--- src/rtl/cic_frame_packer_pkg.sv ---
// Shared types and helpers for the CIC frame packer: the buffered entry layout
// and a saturating increment used by the status counters.
package cic_frame_packer_pkg;

    localparam int WIDTH = 16;

    typedef struct packed {
        logic             oflow;
        logic [WIDTH-1:0] quad;
        logic [WIDTH-1:0] inph;
    } fp_entry_t;

    // Adds one when inc is set, but never passes max_val.
    function automatic logic [31:0] sat_inc(input logic [31:0] val,
                                            input logic [31:0] max_val,
                                            input logic        inc);
        logic [31:0] res;
        res = val;
        if (inc && (val != max_val)) begin
            res = val + 32'd1;
        end
        return res;
    endfunction

endpackage

--- src/rtl/cic_fp_sync_fifo.sv ---
// Register-array synchronous FIFO. Pointers carry one extra wrap bit so that
// full and empty are told apart without a separate occupancy register.
module cic_fp_sync_fifo #(
    parameter  int DW    = 33,
    parameter  int DEPTH = 16,
    localparam int AW    = $clog2(DEPTH)
) (
    input  logic          i_clock,
    input  logic          i_reset_n,
    input  logic          i_wr,
    input  logic [DW-1:0] i_wdata,
    input  logic          i_rd,
    output logic [DW-1:0] o_rdata,
    output logic [AW:0]   o_count,
    output logic          o_full,
    output logic          o_empty
);

    logic [DW-1:0] mem [DEPTH];
    logic [AW:0]   wr_ptr;
    logic [AW:0]   rd_ptr;
    logic          wr_en;
    logic          rd_en;

    // Requests against a full/empty FIFO are ignored rather than corrupting state.
    assign wr_en = i_wr && !o_full;
    assign rd_en = i_rd && !o_empty;

    assign o_empty = (wr_ptr == rd_ptr);
    assign o_full  = (wr_ptr[AW] != rd_ptr[AW]) && (wr_ptr[AW-1:0] == rd_ptr[AW-1:0]);
    assign o_count = wr_ptr - rd_ptr;
    assign o_rdata = mem[rd_ptr[AW-1:0]];

    always_ff @(posedge i_clock or negedge i_reset_n) begin
        if (!i_reset_n) begin
            wr_ptr <= '0;
            rd_ptr <= '0;
        end else begin
            if (wr_en) begin
                wr_ptr <= wr_ptr + 1'b1;
            end
            if (rd_en) begin
                rd_ptr <= rd_ptr + 1'b1;
            end
        end
    end

    // Storage needs no reset: nothing is read until a pointer says it was written.
    always_ff @(posedge i_clock) begin
        if (wr_en) begin
            mem[wr_ptr[AW-1:0]] <= i_wdata;
        end
    end

endmodule

--- src/rtl/cic_frame_packer.sv ---
// Packs decimated CIC I/Q samples into a framed ready/valid stream with a
// per-word overflow bit and saturating drop / overflow status counters.
module cic_frame_packer
    import cic_frame_packer_pkg::*;
#(
    parameter int WIDTH     = 16,
    parameter int DEPTH     = 16,
    parameter int FRAME_LEN = 64,
    parameter int CNT_WIDTH = 16
) (
    input  logic                 i_clock,
    input  logic                 i_reset_n,
    input  logic [WIDTH-1:0]     i_inph,
    input  logic [WIDTH-1:0]     i_quad,
    input  logic                 i_valid,
    output logic                 o_ready,
    input  logic                 i_inph_pos_oflow,
    input  logic                 i_inph_neg_oflow,
    input  logic                 i_quad_pos_oflow,
    input  logic                 i_quad_neg_oflow,
    output logic [2*WIDTH-1:0]   o_data,
    output logic                 o_oflow,
    output logic                 o_last,
    output logic                 o_valid,
    input  logic                 i_ready,
    input  logic                 i_clear_counts,
    output logic [CNT_WIDTH-1:0] o_drop_count,
    output logic [CNT_WIDTH-1:0] o_oflow_count
);

    // Handshakes: a word moves when valid and ready are both high at a rising
    // clock edge; valid never waits on ready, and a stalled word holds steady.

    typedef struct packed {
        logic             oflow;
        logic [WIDTH-1:0] quad;
        logic [WIDTH-1:0] inph;
    } entry_t;

    localparam int EW = $bits(entry_t);
    localparam int AW = $clog2(DEPTH);
    localparam int FW = $clog2(FRAME_LEN);
    localparam logic [FW-1:0] LAST_IDX = FW'(FRAME_LEN - 1);
    localparam logic [31:0]   CNT_MAX  = 32'({CNT_WIDTH{1'b1}});

    entry_t         wr_entry;
    entry_t         head_entry;
    entry_t         out_entry;
    logic           out_valid;
    logic [FW-1:0]  frame_cnt;
    logic [AW:0]    fifo_count;
    logic           fifo_full;
    logic           fifo_empty;
    logic           wr;
    logic           drop;
    logic           hs;
    logic           load;
    logic           any_flag;

    assign any_flag = i_inph_pos_oflow | i_inph_neg_oflow | i_quad_pos_oflow | i_quad_neg_oflow;
    assign wr_entry = '{oflow: any_flag, quad: i_quad, inph: i_inph};

    // Ready comes straight from the registered occupancy, so a same-cycle read
    // of a full FIFO never opens room for a write.
    assign o_ready = (fifo_count != (AW+1)'(DEPTH));
    assign wr      = i_valid && o_ready;
    assign drop    = i_valid && fifo_full;

    assign hs   = out_valid && i_ready;
    assign load = !fifo_empty && (!out_valid || hs);

    cic_fp_sync_fifo #(
        .DW    (EW),
        .DEPTH (DEPTH)
    ) u_fifo (
        .i_clock   (i_clock),
        .i_reset_n (i_reset_n),
        .i_wr      (wr),
        .i_wdata   (wr_entry),
        .i_rd      (load),
        .o_rdata   (head_entry),
        .o_count   (fifo_count),
        .o_full    (fifo_full),
        .o_empty   (fifo_empty)
    );

    // Show-ahead output stage: refilled from the FIFO head as soon as it is
    // free or being consumed.
    always_ff @(posedge i_clock or negedge i_reset_n) begin
        if (!i_reset_n) begin
            out_entry <= '0;
            out_valid <= 1'b0;
        end else if (load) begin
            out_entry <= head_entry;
            out_valid <= 1'b1;
        end else if (hs) begin
            out_valid <= 1'b0;
        end
    end

    always_ff @(posedge i_clock or negedge i_reset_n) begin
        if (!i_reset_n) begin
            frame_cnt <= '0;
        end else if (hs) begin
            frame_cnt <= (frame_cnt == LAST_IDX) ? '0 : frame_cnt + 1'b1;
        end
    end

    // Clear takes priority over a coincident increment.
    always_ff @(posedge i_clock or negedge i_reset_n) begin
        if (!i_reset_n) begin
            o_drop_count  <= '0;
            o_oflow_count <= '0;
        end else if (i_clear_counts) begin
            o_drop_count  <= '0;
            o_oflow_count <= '0;
        end else begin
            o_drop_count  <= CNT_WIDTH'(sat_inc(32'(o_drop_count), CNT_MAX, drop));
            o_oflow_count <= CNT_WIDTH'(sat_inc(32'(o_oflow_count), CNT_MAX, wr && any_flag));
        end
    end

    assign o_valid = out_valid;
    assign o_data  = {out_entry.quad, out_entry.inph};
    assign o_oflow = out_entry.oflow;
    assign o_last  = out_valid && (frame_cnt == LAST_IDX);

endmodule

--- config.mk ---
export PLATFORM = sky130hd
export DESIGN_NAME = cic_frame_packer
export DESIGN_NICKNAME = d
export VERILOG_FILES = /design/src/rtl/cic_frame_packer_pkg.sv /design/src/rtl/cic_fp_sync_fifo.sv /design/src/rtl/cic_frame_packer.sv
export SDC_FILE = /design/constraint.sdc
export NUM_CORES = 1
export LEC_CHECK = 0
export BUFFER_PORTS_ARGS = -buffer_cell sky130_fd_sc_hd__clkbuf_2
export CAP_MARGIN = 20
export CORE_UTILIZATION = 40
export CTS_CLUSTER_SIZE = 24
export DETAILED_ROUTE_END_ITERATION = 10
export PLACE_DENSITY = 0.6
export SKIP_CTS_REPAIR_TIMING = 1
export SLEW_MARGIN = 15
export SYNTH_ARGS = -nofsm -noshare
export SYNTH_HDL_FRONTEND = slang
export SYNTH_SLANG_ARGS = --single-unit
--- constraint.sdc ---
create_clock -name i_clock -period 6.7 [get_ports i_clock]
set_clock_uncertainty 0.15 [all_clocks]
set_input_delay 0.335 -clock i_clock [delete_from_list [all_inputs] [get_ports i_clock]]
set_output_delay 0.335 -clock i_clock [all_outputs]
set_load 0.03 [all_outputs]
Yosys cells after proc, flatten, opt, wreduce, memory -nomap -nowiden
Memories as Yosys holds them, arrays and structs flattened. A register that Yosys moved wholly into a read port is not among the register bits.
Cells that the tools add are included.
- register bits after elaboration: 49
- memory bits (writable): 528
- input bits: 41
- output and inout port bits: 68
- word-level logic and storage cells: 51
- memories kept: 1
- memory list (name ; depth ; width ; read ports ; clocked after Yosys merged registers in ; wr ports ; line ; RTL):
    u_fifo.mem ; 16 ; 33 ; 1 ; 1 ; 1 ; cic_fp_sync_fifo.sv:19 ; logic [DW-1:0] mem [DEPTH];
- add/sub/neg operators: 6
- eq/ne operators: 7
- muxes and demuxes: 9
- bitwise logic cells: 3
- reductions and logical operators: 19
- operator list (cell ; number):
    $mux W16 ; 4
    $add A16 B1 Y16 const B ; 2
    $ne A16 B16 Y1 const B ; 2
    $logic_and A1 B1 Y1 ; 11
    $add A5 B1 Y5 const B ; 2
    $add A6 B1 Y6 const B ; 1
    $eq A6 B6 Y1 const B ; 1
    $mux W6 ; 1
    $reduce_bool A2 Y1 ; 3
    $eq A5 B5 Y1 ; 1
    $ne A5 B5 Y1 const B ; 1
    $sub A5 B5 Y5 ; 1
    $eq A4 B4 Y1 ; 1
    $logic_not A1 Y1 ; 4
    $mux W1 ; 4
    $or A1 B1 Y1 ; 3
    $logic_or A1 B1 Y1 ; 1
    $ne A1 B1 Y1 ; 1

Logic depth before layout (Yosys ltp)
- depth after elaboration: 7
- depth in mapped cells: 12
- depth with buffers taken out: 8

Modules after synthesis
From an unflattened synthesis, not the netlist that was laid out.
- cell total of the unflattened synthesis: 1258
- area total of the unflattened synthesis: 24292.0 sq um
- by module, submodules not included (module ; instances ; cells each ; area an instance (sq um)):
    cic_fp_sync_fifo ; 1 ; 964 ; 20977.6
    cic_frame_packer ; 1 ; 294 ; 3314.4

Worst setup path before layout
No wires, ideal clock.
- kind: register to register
- start: register u_fifo.rd_ptr[1]
- end: memory u_fifo.mem[15][0], enable pin
- arrival time: 5951 ps
- data required time: 6026 ps
- path slack: 75 ps
- stages on the path, launching flop included: 11
- period minus slack after synthesis: 6625 ps
- path through: dfrtp_1 buf_2 clkbuf_1 clkbuf_1 inv_1 ha_1 nor2b_1 o21a_1 o21ai_0 a22oi_4 nor4b_1
- word-level cells in the longest chain between the ends: 6
- elaborated cells between the ends (all ways): 9
- ends and longest elaborated chain (what ; line ; RTL):
    start, declared ; cic_fp_sync_fifo.sv:21 ; logic [AW:0] rd_ptr;
    start signal, assigned ; cic_fp_sync_fifo.sv:43 ; rd_ptr <= rd_ptr + 1'b1;
    $sub A5 B5 Y5 or $eq A4 B4 Y1 (tied branches) ; cic_fp_sync_fifo.sv:31, cic_fp_sync_fifo.sv:30 ;
    $ne A5 B5 Y1 or $logic_and A1 B1 Y1 (tied branches) ; cic_frame_packer.sv:65, cic_fp_sync_fifo.sv:30 ;
    $logic_and A1 B1 Y1 or $logic_not A1 Y1 (tied branches) ; cic_frame_packer.sv:66, cic_fp_sync_fifo.sv:26 ;
    $logic_and A1 B1 Y1 (*) ; cic_fp_sync_fifo.sv:26 ; assign wr_en = i_wr && !o_full;
    $mux W1 (*) ; cic_fp_sync_fifo.sv:50 ; if (wr_en) begin
    $mux W1 (not written as such) (*) ; cic_fp_sync_fifo.sv:51 ; mem[wr_ptr[AW-1:0]] <= i_wdata;
    end, declared ; cic_fp_sync_fifo.sv:19 ;
Every way passes the cells marked *; elsewhere a longest branch is shown, timed or not.

Worst setup path after layout
- start: register u_fifo.rd_ptr[0]
- end: memory u_fifo.mem[12][10], enable pin
Same word-level chain as after synthesis.

==> metrics.cfg <==
[floorplan]
die_h_um = 246
top_level_ports = 109
rows = 89
die_w_um = 246
initial_utilization_pct = 40.5
core-area_um2 = 59000
die_area_um2 = 60700

[timing]
final.min_clock_period_ns = 4.29
fin_crit_sh_pct = 64.0
fin_ws_ns = 2.41
relSlewSlack_pct = 27.7
hold_violations = 0
slew_violations = 0
final-setup-viol-count = 0
rsz0062_at_grt = no
worst_pin_slew_ns = 1.08
max_freq_mhz = 233
tns_ns = 0

[synthesis]
synth_cell_types = 49
yosys_warnings = 0
syn_area_per_cell_um2 = 21.7
netlist_instances = 1103
ys_seq_area_share_pct = 75.0
synth_ff_type = edfxtp_1
async_flop_share_pct = 13.4
syn_area_um2 = 23900
syn_nets = 1156
synth_edf_count = 528
ys_seq_elements = 610

[placement]
dpl_cell_area_um2 = 25300
port_buffers = 108
dp_hpwl_mm = 26.9
dp_slack_ns = 2.34
gp_congestion = 0.748

[cts]
clkSlewWorstSetupHoldPaths_ns = 0.06
htreeDepth = 3
cts_made_buffers = 67
clk-insertion-delay-late_ns = 0.59
clk_path_buf_depth = 3
clock_sinks = 610
cts_tree = yes
cts_root_buf = clkbuf_16

[critical_path]
cp-start-kind = flip-flop
endpoint_kind = flip-flop
cp_data_arrival_time_ns = 4.41
cp_max_fo = 28
cp.required_ns = 6.82
crit_type = reg2reg
path_cells = ha_1, nor2b_1, o21a_1, o21ai_0, a22oi_4, nor3b_2, and3_2, buf_4
critPathMaxStageDelay_ns = 0.86
crit_slowest_cell = and3_2

[route]
via_count = 11100
routed_wirelength_mm = 48.7
drcViolationCount = 0
avgRoutedWirePerCell_um = 23.5
dr.pass1.iters = 4
vias_per_cell = 5.35
final_antenna_net_count = 0
drtIter0Drc = 691

[layout]
final_area_um2 = 27500
fin_nets = 1303
diodes = 0
utilization_pct = 46.7
drive_gt1_share_pct = 35.0
syn_to_final_growth_pct = 15.3

[power]
switchingPower_uw = 3400
power_frac_comb_pct = 27.4
power.density_nw_per_um2 = 424
intPower_uw = 8290
seqPwrFrac_pct = 41.9
p_sw_share_pct = 29.1
peakVddDrop_uv = 320
p_leak_uw = 0.00920
p_clk_share_pct = 30.7

[run]
cap_violations = 0

[min_path]
hold_path.class = in2reg

[global_route]
grt_overflow = 0
grt_usage_pct = 16.6
grt_pass1_wl_mm = 74.2
grt_max_degree = 73
antenna_found_initial = 0
grt_pass1_vias = 11700

[outcome]
status = completed

[final cells by class]
| cell class | count | area (um2) |
|---|---|---|
| Tap cell | 773 | 967 |
| Inverter | 9 | 33.8 |
| Clock inverter | 31 | 307 |
| Timing Repair Buffer | 127 | 736 |
| Sequential cell | 610 | 17900 |
| Fill cell | 4923 | 31500 |
| Clock buffer | 92 | 1860 |
| Multi-Input combinational cell | 435 | 5730 |
[registers in the layout, summed over array words and instances (netlist names)]
signal and count:
frame_cnt 6, o_data 32, o_drop_count 16, o_oflow 1, o_oflow_count 16, o_valid 1
u_fifo.mem 528, u_fifo.rd_ptr 5, u_fifo.wr_ptr 5
[worst paths after layout]
path / depth (start not counted) / endpoint / start / slack [ns]
setup / recovery: 8 / u_fifo.mem[12][10] / u_fifo.rd_ptr[0] / 2.41
setup reg to reg: 8 / u_fifo.mem[12][10] / u_fifo.rd_ptr[0] / 2.41
min in group asynchronous: 2 / o_oflow_count[10] / i_reset_n / 0.12
hold / removal: 1 / u_fifo.mem[7][16] / i_quad[0] / 0.01
max in group asynchronous: 3 / u_fifo.rd_ptr[0] / i_reset_n / 5.07
hold reg to reg: 1 / o_data[31] / o_data[31] / 0.36
[Yosys cell counts (4+ instances only)]
library cell,n,area [um2]
nand4_1,11,68.8
o31ai_1,4,30.0
and3_1,21,131
nand2_1,19,71.3
dfrtp_1,82,2050
mux4_2,165,3720
or3_1,11,68.8
inv_1,8,30.0
and2_1,4,25.0
buf_2,10,50.1
buf_6,8,90.1
mux2_2,39,439
buf_1,8,30.0
edfxtp_1,528,15900
nor2b_1,13,81.3
clkbuf_1,22,82.6
ha_1,12,150
nor2_1,29,109
xnor2_1,14,123
xor2_1,10,87.6
a21oi_1,13,65.1
o21ai_0,13,65.1
nor3_1,8,40.0
nand3_1,15,75.1
[cells by family after synthesis]
logic type               after synthesis  synth area share, %
XOR/XNOR                              24                0.880
adder cells (fa/ha/maj)               12                0.629
AO/OA/AOI/OAI                         39                 1.14
buffers and inverters                 58                 1.23
multiplexers                         209                 17.6
flip-flops                           610                 75.0
AND/OR/NAND/NOR                      151                 3.53
[per-layer routing]
metal	global-route usage, %	vias up	part of all wire, %
met1	23.0	5932	45
li1	-	4894	-
met5	0	-	0
met4	4.23	0	1.7
met3	3.27	62	4.1
met2	27.1	230	50
[placed cells by master, fill, tap and decap left out, types with 3 or more instances in the layout]
master         Yosys  layout
edfxtp_1         528     528
mux4_2           165     165
clkbuf_2           0     107
dfrtp_1           82      79
clkbuf_16          0      68
mux2_2            39      39
nor2_1            29      29
nand2_1           19      19
and3_2             2      17
clkbuf_1          22      17
nand3_1           15      15
xnor2_1           14      14
buf_4              1      14
nor2b_1           13      13
o21ai_0           13      13
a21oi_1           13      13
ha_1              12      12
or3_1             11      11
nand4_1           11      11
xor2_1            10      10
clkinv_2           0       9
inv_1              8       8
nor3_1             8       8
clkinv_1           0       7
clkbuf_8           0       7
and3_1            21       6
and2_1             4       4
o31ai_1            4       4
bufinv_16          0       4
dlygate4sd3_1      0       4
and4_1             3       3
or4_1              3       3
mux2_1             3       3
nand2b_1           3       3
inv_6              0       3
clkinv_8           0       3
clkinvlp_4         0       3
[critical path, delay by kind of cell, from the launching register on]
family	cells	cell delay [ns]
buffers and inverters	1	0.37
AOI/OAI and AO/OA	3	0.73
DFF	1	0.79
adders and majority gates	1	0.27
and+or+nand+nor	3	1.64
[power by group through the flow]
stage / sequential [uW] / clock (uW) / combinational [uW]
after floorplan: 5090 / 0 / 2230
after global placement: 4960 / 0 / 3230
after detailed placement: 4980 / 0 / 3270
after CTS: 4910 / 3680 / 3270
after global routing: 4950 / 3830 / 3460
final: 4890 / 3590 / 3200
[stage by stage]
stage	cells	power [uW]	hold slack (ns)
finish	2077	11700	0.0136
global route	2077	12200	0.00448
CTS	2071	11900	-0.419
detailed placement	1948	8250	0.217
global placement	1948	8180	0.216
floorplan	1103	7320	-0.111
Note: power is estimated with default switching activity, not from simulation.
